$ cat config.mk
export PLATFORM = sky130hd
export DESIGN_NAME = duck_flock
export DESIGN_NICKNAME = d
export VERILOG_FILES = /design/src/rtl/duck_flock.sv
export SDC_FILE = /design/constraint.sdc
export NUM_CORES = 1
export LEC_CHECK = 0
export BUFFER_PORTS_ARGS = -buffer_cell sky130_fd_sc_hd__buf_2
export CORE_UTILIZATION = 26
export DETAILED_ROUTE_END_ITERATION = 10
export SKIP_CTS_REPAIR_TIMING = 1
export SLEW_MARGIN = 20
export SYNTH_ARGS = -nofsm -noshare
export SYNTH_HDL_FRONTEND = slang
export SYNTH_SLANG_ARGS = --single-unit
$ cat constraint.sdc
create_clock -name Clk -period 20.4 [get_ports Clk]
set_clock_uncertainty 0.15 [all_clocks]
set_input_delay 4.08 -clock Clk [delete_from_list [all_inputs] [get_ports Clk]]
set_output_delay 4.08 -clock Clk [all_outputs]
set_load 0.03 [all_outputs]
$ cat src/rtl/duck_flock.sv
// duck_flock: N_DUCKS independent duck motion FSMs driven by synchronised frame ticks,
// plus the pixel-ownership / sprite-address path. Define DUCK_FLOCK_RANDOM_EN for LFSR-varied steps.
module duck_flock #(
  parameter int N_DUCKS       = 2,
  parameter int SIZE          = 64,
  parameter int SHEET_W       = 320,
  parameter int ADDR_W        = 16,
  parameter int X_MIN         = 40,
  parameter int X_MAX         = 576,
  parameter int Y_MIN         = 40,
  parameter int Y_MAX         = 245,
  parameter int STEP          = 2,
  parameter int FALL_STEP     = 3,
  parameter int HIT_FRAMES    = 15,
  parameter int ESCAPE_FRAMES = 450,
  parameter int FLAP_FRAMES   = 5
) (
  input  logic                  Clk,
  input  logic                  Reset,
  input  logic                  frame_clk,
  input  logic                  round_start,
  input  logic                  shot_valid,
  input  logic [1:0]            shot_idx,
  input  logic [9:0]            DrawX,
  input  logic [9:0]            DrawY,
  output logic                  is_duck,
  output logic [ADDR_W-1:0]     duck_addr,
  output logic [10*N_DUCKS-1:0] duck_x,
  output logic [10*N_DUCKS-1:0] duck_y,
  output logic [N_DUCKS-1:0]    flew_away,
  output logic [N_DUCKS-1:0]    dead_done,
  output logic                  round_done
);

  localparam int FC_W   = $clog2(ESCAPE_FRAMES + 1);
  localparam int HIT_W  = $clog2(HIT_FRAMES + 1);
  localparam int FLAP_W = $clog2(FLAP_FRAMES + 1);
  localparam logic signed [10:0] SIZE_S  = 11'(SIZE);
  localparam logic signed [10:0] X_MIN_S = 11'(X_MIN);
  localparam logic signed [10:0] X_MAX_S = 11'(X_MAX);
  localparam logic signed [10:0] Y_MIN_S = 11'(Y_MIN);
  localparam logic signed [10:0] Y_MAX_S = 11'(Y_MAX);

  typedef enum logic [2:0] {S_IDLE, S_FLY, S_HIT, S_FALL, S_DONE, S_ESC} state_t;

  state_t              state_q [N_DUCKS], state_d [N_DUCKS];
  logic [9:0]          x_q [N_DUCKS], x_d [N_DUCKS], y_q [N_DUCKS], y_d [N_DUCKS];
  logic [2:0]          step_q [N_DUCKS], step_d [N_DUCKS];
  logic [2:0]          frame_q [N_DUCKS], frame_d [N_DUCKS];
  logic [FC_W-1:0]     fly_cnt_q [N_DUCKS], fly_cnt_d [N_DUCKS];
  logic [HIT_W-1:0]    hit_cnt_q [N_DUCKS], hit_cnt_d [N_DUCKS];
  logic [FLAP_W-1:0]   flap_cnt_q [N_DUCKS], flap_cnt_d [N_DUCKS];
  logic [3:0]          fall_cnt_q [N_DUCKS], fall_cnt_d [N_DUCKS];
  logic [N_DUCKS-1:0]  dxn_q, dxn_d, dyn_q, dyn_d, facing_q, facing_d, rel_q, rel_d;
  logic [N_DUCKS-1:0]  flew_q, flew_d, dead_q, dead_d;
  logic [2:0]          fs_q;
  logic                tick_s;
  logic [2:0]          launch_step_s;
  logic                launch_dxn_s;
  logic signed [10:0]  step_s, nx_s, ny_s, ddx_s, ddy_s;
  logic [10:0]         fy_s;
  logic                rel_n_s, found_s, all_done_s;

  // Bounce/launch step source: LFSR-varied or fixed
`ifdef DUCK_FLOCK_RANDOM_EN
  logic [15:0] lfsr_q;
  always_ff @(posedge Clk) begin
    if (Reset) lfsr_q <= 16'hACE1;
    else       lfsr_q <= {1'b0, lfsr_q[15:1]} ^ (lfsr_q[0] ? 16'hB400 : 16'h0000);
  end
  assign launch_step_s = 3'd1 + {1'b0, lfsr_q[1:0]};
  assign launch_dxn_s  = lfsr_q[2];
`else
  assign launch_step_s = 3'(STEP);
  assign launch_dxn_s  = 1'b1;
`endif

  // Frame clock synchroniser and rising-edge tick
  always_ff @(posedge Clk) begin
    if (Reset) fs_q <= 3'b000;
    else       fs_q <= {fs_q[1:0], frame_clk};
  end
  assign tick_s = fs_q[1] & ~fs_q[2];

  // State register for every duck channel
  always_ff @(posedge Clk) begin
    if (Reset) begin
      for (int i = 0; i < N_DUCKS; i++) begin
        state_q[i]    <= S_IDLE;
        x_q[i]        <= 10'(X_MAX - i * SIZE);
        y_q[i]        <= 10'(Y_MAX);
        step_q[i]     <= 3'(STEP);
        frame_q[i]    <= 3'd0;
        fly_cnt_q[i]  <= '0;
        hit_cnt_q[i]  <= '0;
        flap_cnt_q[i] <= '0;
        fall_cnt_q[i] <= 4'd0;
      end
      dxn_q <= '1; dyn_q <= '1; facing_q <= '0; rel_q <= '0;
      flew_q <= '0; dead_q <= '0;
    end else begin
      state_q <= state_d; x_q <= x_d; y_q <= y_d; step_q <= step_d; frame_q <= frame_d;
      fly_cnt_q <= fly_cnt_d; hit_cnt_q <= hit_cnt_d; flap_cnt_q <= flap_cnt_d; fall_cnt_q <= fall_cnt_d;
      dxn_q <= dxn_d; dyn_q <= dyn_d; facing_q <= facing_d; rel_q <= rel_d;
      flew_q <= flew_d; dead_q <= dead_d;
    end
  end

  // Next-state and motion update per duck
  always_comb begin
    step_s = '0; nx_s = '0; ny_s = '0; fy_s = '0; rel_n_s = 1'b0;
    flew_d = '0; dead_d = '0;
    dxn_d = dxn_q; dyn_d = dyn_q; facing_d = facing_q; rel_d = rel_q;
    for (int i = 0; i < N_DUCKS; i++) begin
      state_d[i] = state_q[i]; x_d[i] = x_q[i]; y_d[i] = y_q[i]; step_d[i] = step_q[i];
      frame_d[i] = frame_q[i]; fly_cnt_d[i] = fly_cnt_q[i]; hit_cnt_d[i] = hit_cnt_q[i];
      flap_cnt_d[i] = flap_cnt_q[i]; fall_cnt_d[i] = fall_cnt_q[i];
      step_s = $signed({8'd0, step_q[i]});
      nx_s = dxn_q[i] ? $signed({1'b0, x_q[i]}) - step_s : $signed({1'b0, x_q[i]}) + step_s;
      ny_s = dyn_q[i] ? $signed({1'b0, y_q[i]}) - step_s : $signed({1'b0, y_q[i]}) + step_s;
      fy_s = {1'b0, y_q[i]} + 11'(FALL_STEP);
      if (round_start) begin
        state_d[i] = S_FLY; x_d[i] = 10'(X_MAX - i * SIZE); y_d[i] = 10'(Y_MAX);
        step_d[i] = launch_step_s; dxn_d[i] = launch_dxn_s; dyn_d[i] = 1'b1;
        facing_d[i] = ~launch_dxn_s; rel_d[i] = 1'b0; frame_d[i] = 3'd0;
        fly_cnt_d[i] = '0; flap_cnt_d[i] = '0; hit_cnt_d[i] = '0; fall_cnt_d[i] = 4'd0;
      end else begin
        case (state_q[i])
          S_FLY: begin
            // A hit in the same cycle as a tick or an escape takes priority
            if (shot_valid && (int'(shot_idx) == i)) begin
              state_d[i] = S_HIT; frame_d[i] = 3'd3; hit_cnt_d[i] = '0;
            end else if (tick_s) begin
              x_d[i] = nx_s[9:0]; y_d[i] = ny_s[9:0];
              if (nx_s >= X_MAX_S) begin
                dxn_d[i] = 1'b1; facing_d[i] = 1'b0; step_d[i] = launch_step_s;
              end else if (nx_s <= X_MIN_S) begin
                dxn_d[i] = 1'b0; facing_d[i] = 1'b1; step_d[i] = launch_step_s;
              end else begin
                dxn_d[i] = dxn_q[i];
              end
              if (flap_cnt_q[i] == FLAP_W'(FLAP_FRAMES - 1)) begin
                flap_cnt_d[i] = '0;
                frame_d[i] = (frame_q[i] == 3'd2) ? 3'd0 : frame_q[i] + 3'd1;
              end else begin
                flap_cnt_d[i] = flap_cnt_q[i] + FLAP_W'(1);
              end
              if (fly_cnt_q[i] < FC_W'(ESCAPE_FRAMES)) fly_cnt_d[i] = fly_cnt_q[i] + FC_W'(1);
              else fly_cnt_d[i] = fly_cnt_q[i];
              rel_n_s = rel_q[i] | (fly_cnt_d[i] >= FC_W'(ESCAPE_FRAMES));
              rel_d[i] = rel_n_s;
              if (ny_s >= Y_MAX_S) dyn_d[i] = 1'b1;
              else if ((ny_s <= Y_MIN_S) && !rel_n_s) dyn_d[i] = 1'b0;
              else dyn_d[i] = dyn_q[i];
              if (rel_n_s && (ny_s <= step_s)) begin
                state_d[i] = S_ESC; flew_d[i] = 1'b1;
              end else begin
                state_d[i] = S_FLY;
              end
            end else begin
              state_d[i] = S_FLY;
            end
          end
          S_HIT: begin
            if (tick_s && (hit_cnt_q[i] == HIT_W'(HIT_FRAMES - 1))) begin
              state_d[i] = S_FALL; frame_d[i] = 3'd4; fall_cnt_d[i] = 4'd0;
            end else if (tick_s) begin
              hit_cnt_d[i] = hit_cnt_q[i] + HIT_W'(1);
            end else begin
              state_d[i] = S_HIT;
            end
          end
          S_FALL: begin
            if (tick_s) begin
              if (fall_cnt_q[i] == 4'd9) begin
                fall_cnt_d[i] = 4'd0; facing_d[i] = ~facing_q[i];
              end else begin
                fall_cnt_d[i] = fall_cnt_q[i] + 4'd1;
              end
              if (fy_s >= 11'(Y_MAX)) begin
                y_d[i] = 10'(Y_MAX); state_d[i] = S_DONE; dead_d[i] = 1'b1;
              end else begin
                y_d[i] = fy_s[9:0];
              end
            end else begin
              state_d[i] = S_FALL;
            end
          end
          default: state_d[i] = state_q[i];
        endcase
      end
    end
  end

  // Pixel ownership, sprite address and status outputs
  always_comb begin
    is_duck = 1'b0; duck_addr = '0; found_s = 1'b0; all_done_s = 1'b1;
    ddx_s = '0; ddy_s = '0; duck_x = '0; duck_y = '0;
    for (int i = 0; i < N_DUCKS; i++) begin
      duck_x[i*10 +: 10] = x_q[i];
      duck_y[i*10 +: 10] = y_q[i];
      ddx_s = $signed({1'b0, DrawX}) - $signed({1'b0, x_q[i]});
      ddy_s = $signed({1'b0, DrawY}) - $signed({1'b0, y_q[i]});
      if (!found_s && ((state_q[i] == S_FLY) || (state_q[i] == S_HIT) || (state_q[i] == S_FALL)) &&
          (ddx_s >= 11'sd0) && (ddx_s < SIZE_S) && (ddy_s >= 11'sd0) && (ddy_s < SIZE_S)) begin
        found_s = 1'b1;
        is_duck = 1'b1;
        duck_addr = ADDR_W'((32'(ddy_s[9:0]) + 32'(facing_q[i]) * 32'(SIZE)) * 32'(SHEET_W)
                            + 32'(ddx_s[9:0]) + 32'(frame_q[i]) * 32'(SIZE));
      end else begin
        found_s = found_s;
      end
      if ((state_q[i] != S_DONE) && (state_q[i] != S_ESC)) all_done_s = 1'b0;
      else all_done_s = all_done_s;
    end
    round_done = all_done_s;
  end

  assign flew_away = flew_q;
  assign dead_done = dead_q;

endmodule

==> metrics.txt, run 1 <==
max incr delay on CP=0.69 ns; IO buf count=86; GRT Util Overall=15.0%; Pins Over Slew Limit=0; reg2reg end=dead_done[1]$_SDFF_PP0_; Residual DRC=0; Post-Syn Instances=1429; total power draw=582 uW; total vias in the final route=10700; sequential fraction of the synthesis area=18.8%; crit path max fanout=7; most used cell, CP=ha_1; CTS Buf Count=9; die height=209 um; PwrDens=46.9 nW/um^2; R2R depth=8; Hold WS=0.294 ns; Worst Hold Depth=1; Synth Area in Simple Gates=22.4%; number of flops mapped to enable cells by yosys=0; I/O Pins=89; initial antenna violation count=4; Hold Fails Final Rpt=0; most frequent cells in the layout=ha_1 (142), nor2_1 (134), a21oi_1 (115), inv_1 (112), dfxtp_1 (105); CP Capture Type=output port; mux cell area share after synthesis=2.06%; clock tree sinks=105; Tightest Pin Transition=0.965 ns; net total in the final layout=1671; Worst Path Arrival=8.72 ns; clk buf depth=2; most common cell after layout, fill and taps aside=ha_1; RSZ-0062 raised after global routing=false; Post-Synth XOR/XNOR Area=6.78%; Final WS setup=7.45 ns; Worst Hold Endpoint=fs_q[1]$_SDFF_PP0_; slew margin rel.=35.5%; area fraction in compound gates after synthesis=25.1%; DR WL/cell=16.4 um; initial core utilization=26.5%; vias in the first global route=10100; Post-Route Setup TNS=0 ns; startpoint types=primary input; min Tclk post-route=12.95 ns; GPL Wtd Cong=0.864; drt pass-1 iters=5; gr ovfl total=0; Final Setup Violations=0; adder-cell share of the synthesized area=19.1%; peak supply drop=0.0434 mV; post-synthesis average cell area=7.82 um^2; largest family of logic cells by synthesized area=compound AO/OA/AOI/OAI gates; synth warn=0; mapped cell area=11200 um^2; post-synth cell types=91; Lkg Pwr=0.00502 uW; ANT nets after route=0; Slowest cell on crit path=or4b_2; share of layout cells above drive strength 1=9.40%; Synth Flop Type=dfxtp_1; CP top delay family=simple AND/OR/NAND/NOR gates; flop and latch count out of synthesis=105; CP cell instances=buf_2 -> inv_1 -> ha_1 -> fa_1 -> nor2b_1 -> o31a_1 -> or4b_2 -> nand3_1 -> ha_1 -> ha_1 -> xor2_1 -> ha_1 -> ha_1 -> or4b_2 -> o2111ai_1 -> nand4_1 -> xor2_1 -> nand4_1 -> mux2i_1 -> buf_2; Clk pin slew, worst setup/hold paths=0.08 ns; 1st-iter DRT viols=724; classification of the worst setup path=primary input to output port; core area=42100 um^2; Syn-to-layout area delta=11.1%; TritonCTS clock tree=yes; Die Wd=209 um; row cnt=75; Synth async-reset ratio=0%; drt total wl=33.2 mm; Worst R2R Setup Slack=16.83 ns; Hold Path Class=register to register; dpl ws=7.44 ns; pin count of the biggest net entering global routing=68; max cap viols=0; Critical Path RT=16.17 ns; Fmax=77.2 MHz; run status=completed; FF-to-FF Start=duck_y[11]$_SDFFE_PP0P_; CTS root buffer=clkbuf_16; fin crit share=63.5%; vias per inst=5.28; Clock Latency Late Sink=0.37 ns; Hold Crit Start=fs_q[0]$_SDFF_PP0_; first-pass GRT wire length=53.3 mm; worst path bufs/invs=3; hpwl dp=26.4 mm; htree depth=3; die area=43800 um^2
kinds of logic after synthesis:
logic type      count (synthesis)
compound gates                417
xor+xnor                       85
fa+ha+maj                     160
buf+inv                       159
flops                         105
mux                            23
other cells                     1
simple gates                  479
synth_stat cells (11+ instances only):
| master | n | area [um^2] |
|---|---|---|
| o21a_1 | 21 | 158 |
| nor2b_1 | 19 | 119 |
| xor2_1 | 38 | 333 |
| nand4_1 | 27 | 169 |
| and2_1 | 12 | 75.1 |
| dfxtp_1 | 105 | 2100 |
| or3_1 | 11 | 68.8 |
| and3_1 | 14 | 87.6 |
| mux2i_1 | 23 | 230 |
| nand2b_1 | 17 | 106 |
| ha_1 | 142 | 1780 |
| a31oi_1 | 13 | 81.3 |
| nor4_1 | 14 | 87.6 |
| nor3_1 | 36 | 180 |
| inv_1 | 112 | 420 |
| a211oi_1 | 23 | 173 |
| o21ai_0 | 91 | 455 |
| o211ai_1 | 18 | 135 |
| fa_1 | 18 | 360 |
| a21o_1 | 16 | 120 |
| nand2_1 | 86 | 323 |
| clkbuf_1 | 35 | 131 |
| nor2_1 | 134 | 503 |
| xnor2_1 | 46 | 403 |
| a21oi_1 | 115 | 576 |
| nand3_1 | 40 | 200 |
state kept, by name (all words and copies together) (netlist names), 6 cells and up:
register    count
fly_cnt_q      18
hit_cnt_q       8
state_q         6
fall_cnt_q      8
frame_q         6
duck_y         20
flap_cnt_q      6
duck_x         18
metal layers:
metal / part of all wire, % / track usage [%]
met2: 48 / 25.8
met4: 1.7 / 3.65
met3: 4.8 / 2.69
met1: 46 / 19.3
met5: 0.069 / 0
where the power goes:
part | switching, uW | internal [uW] | leakage [uW]
sequential | 2.84 | 206 | 0.000848
combinational | 106 | 79.3 | 0.00402
clock | 98.3 | 89.1 | 0.000154
total | 208 | 375 | 0.00502
stage by stage:
stage | std cells | cell area, um^2 | util, %
after floorplan | 1430 | 11200 | -
after detailed placement | 2012 | 12100 | 28.7
after global routing | 2029 | 12400 | 29.5
after global placement | 2012 | 12100 | 28.7
final | 2030 | 12400 | 29.5
after CTS | 2028 | 12400 | 29.4
worst reg2reg max path, stage by stage, from the launching register on:
cell       delay [ns]
dfxtp_1          0.81
inv_1            0.32
ha_1             0.34
xor2_1           0.17
a31oi_1          0.21
o2111ai_1        0.13
a21oi_1          0.49
nor2_1           0.26
nor3_1           0.53
area by class of cell:
type | count | area (um^2)
Clock inverter | 7 | 93.8
Antenna cell | 2 | 5.00
Sequential cell | 105 | 2100
Tap cell | 539 | 674
Timing Repair Buffer | 90 | 460
Inverter | 112 | 420
Fill cell | 4453 | 29700
Clock buffer | 9 | 225
Multi-Input combinational cell | 1166 | 8430
how the worst max path moves through the flow:
stage | startpoint | endpoint | slack, ns | cells past startpoint
after floorplan | DrawY[0] | duck_addr[15] | 7.81 | 18
after global placement | DrawY[0] | duck_addr[15] | 7.49 | 20
after detailed placement | DrawY[0] | duck_addr[15] | 7.44 | 20
after CTS | DrawY[0] | duck_addr[15] | 7.46 | 20
after global routing | DrawY[0] | duck_addr[15] | 7.08 | 20
final | DrawY[0] | duck_addr[15] | 7.45 | 20
Note: power is estimated with default switching activity, not from simulation.
==> run 2, diff against run 1 <==
Clock period 20.4 ns to 11.8 ns, I/O delays scaled along.
==> run 2 against run 1 <==
Clock power increased by 56%. Setup slack got worse by 5.2 ns. Routed wire length decreased by 0.83%. Die area unchanged. Global-route usage decreased by 0.20 points. Largest power group unchanged. Highest routed layer is now met4.
==> metrics.txt, run 2 (same netlist as run 1, synthesis figures left out) <==
Post-Route Setup TNS=0 ns; fin crit share=80.7%; Residual DRC=0; GRT Util Overall=14.8%; PwrDens=78.7 nW/um^2; slew margin rel.=35.3%; htree depth=3; share of power burned in combinational logic=33.0%; Tightest Pin Transition=0.968 ns; share of layout cells above drive strength 1=9.34%; clk buf depth=2; share of power burned in registers=37.1%; DR WL/cell=16.2 um; most frequent cells in the layout=ha_1 (142), nor2_1 (134), a21oi_1 (115), inv_1 (112), dfxtp_1 (105); max cap viols=0; vias per inst=5.29; IO buf count=86; total power draw=975 uW; initial core utilization=26.5%; Syn-to-layout area delta=10.8%; FILL cells=4510; Lkg Pwr=0.00501 uW; crit path max fanout=7; initial antenna violation count=2; clock network power share=29.9%; gr ovfl total=0; vias in the first global route=10100; I/O Pins=89; die height=209 um; first-pass GRT wire length=52.7 mm; Hold Path Class=register to register; Final Setup Violations=0; CTS Buf Count=9; total vias in the final route=10700; Hold Fails Final Rpt=0; RSZ-0062 raised after global routing=false; die area=43800 um^2; max reg flops=20; Die Wd=209 um; Pins Over Slew Limit=0; Storage cell area=2100 um^2; drt pass-1 iters=5; Sw Pwr=335 uW; ANT nets after route=0; pin count of the biggest net entering global routing=68; CP Capture Type=output port; run status=completed; min Tclk post-route=9.53 ns; internal power=639 uW; area of the multi-input gates=8430 um^2; classification of the worst setup path=primary input to output port; peak supply drop=0.0642 mV; drt total wl=33.0 mm; placed insts=2012; core area=42100 um^2; hpwl dp=26.3 mm; TritonCTS clock tree=yes; Fmax=105 MHz; GPL Wtd Cong=0.864; CTS root buffer=clkbuf_16; Sw Ratio=34.4%; 1st-iter DRT viols=744; Final Non-Filler Cells=2030; row cnt=75; clock tree sinks=105; Clk pin slew, worst setup/hold paths=0.07 ns; net total in the final layout=1672; Critical Path RT=9.29 ns; startpoint types=primary input; Clock Latency Late Sink=0.36 ns; most common cell after layout, fill and taps aside=ha_1; Worst Path Arrival=7.02 ns
[run 2: changes by cell type in the layout (fill, tap and decap cells not counted), sizes merged]
cell / previous run / this run
clkinvlp: 0 / 2
buf: 90 / 91
clkinv: 4 / 2
inv: 115 / 114
[run 2: area by class of cell]
cell class,count,share of cell area (%)
diodes,2,0.0404
clock buffers,9,1.82
inverters,112,3.39
multi-input cells,1166,68.1
flip-flops and latches,105,17.0
well taps,539,5.45
clock inverters,6,0.424
repair buffers,91,3.81
[run 2: power by group through the flow]
stage | registers [uW] | clock network (uW) | logic, uW
2_1_floorplan | 369 | 0 | 252
5_1_grt | 362 | 312 | 364
3_5_place_dp | 370 | 0 | 321
3_3_place_gp | 370 | 0 | 314
6_report | 361 | 292 | 322
4_1_cts | 361 | 302 | 323
[run 2: final timing paths]
| path | from | to | slack [ns] | cells after the start |
|---|---|---|---|---|
| max | DrawY[0] | duck_addr[15] | 2.27 | 20 |
| min reg2reg | fs_q[0]$_SDFF_PP0_ | fs_q[1]$_SDFF_PP0_ | 0.31 | 1 |
| max reg2reg | duck_y[11]$_SDFFE_PP0P_ | dead_done[1]$_SDFF_PP0_ | 8.10 | 8 |
| min | fs_q[0]$_SDFF_PP0_ | fs_q[1]$_SDFF_PP0_ | 0.31 | 1 |
[run 2: through the flow]
step | utilization [%] | setup slack, ns | hold slack, ns | instance area, um^2
6_report | 29.4 | 2.27 | 0.307 | 12400
5_1_grt | 29.4 | 1.88 | 0.315 | 12400
3_3_place_gp | 28.7 | 2.35 | 0.281 | 12100
4_1_cts | 29.4 | 2.25 | 0.305 | 12400
2_1_floorplan | - | 2.65 | 0.264 | 11200
3_5_place_dp | 28.7 | 2.23 | 0.286 | 12100
[run 2: layer usage]
| metal | GRT usage [%] | wire length (um) | part of all wire [%] | up-vias |
|---|---|---|---|---|
| met5 | 0 | 0 | 0 | - |
| met2 | 25.5 | 15600 | 47 | 226 |
| met4 | 4.03 | 678 | 2.1 | 0 |
| li1 | - | - | - | 5352 |
| met1 | 19.5 | 15400 | 47 | 5115 |
| met3 | 1.63 | 1290 | 3.9 | 40 |
[run 2: worst max-delay path, cell delays in order]
cell and delay, ns:
buf_2 0.10, inv_1 0.08, ha_1 0.19, fa_1 0.21, nor2b_1 0.07, o31a_1 0.31, or4b_2 0.64, nand3_1 0.25
ha_1 0.21, ha_1 0.15, xor2_1 0.14, ha_1 0.25, ha_1 0.37, or4b_2 0.70, o2111ai_1 0.16, nand4_1 0.14
xor2_1 0.15, nand4_1 0.10, mux2i_1 0.19, buf_2 0.23
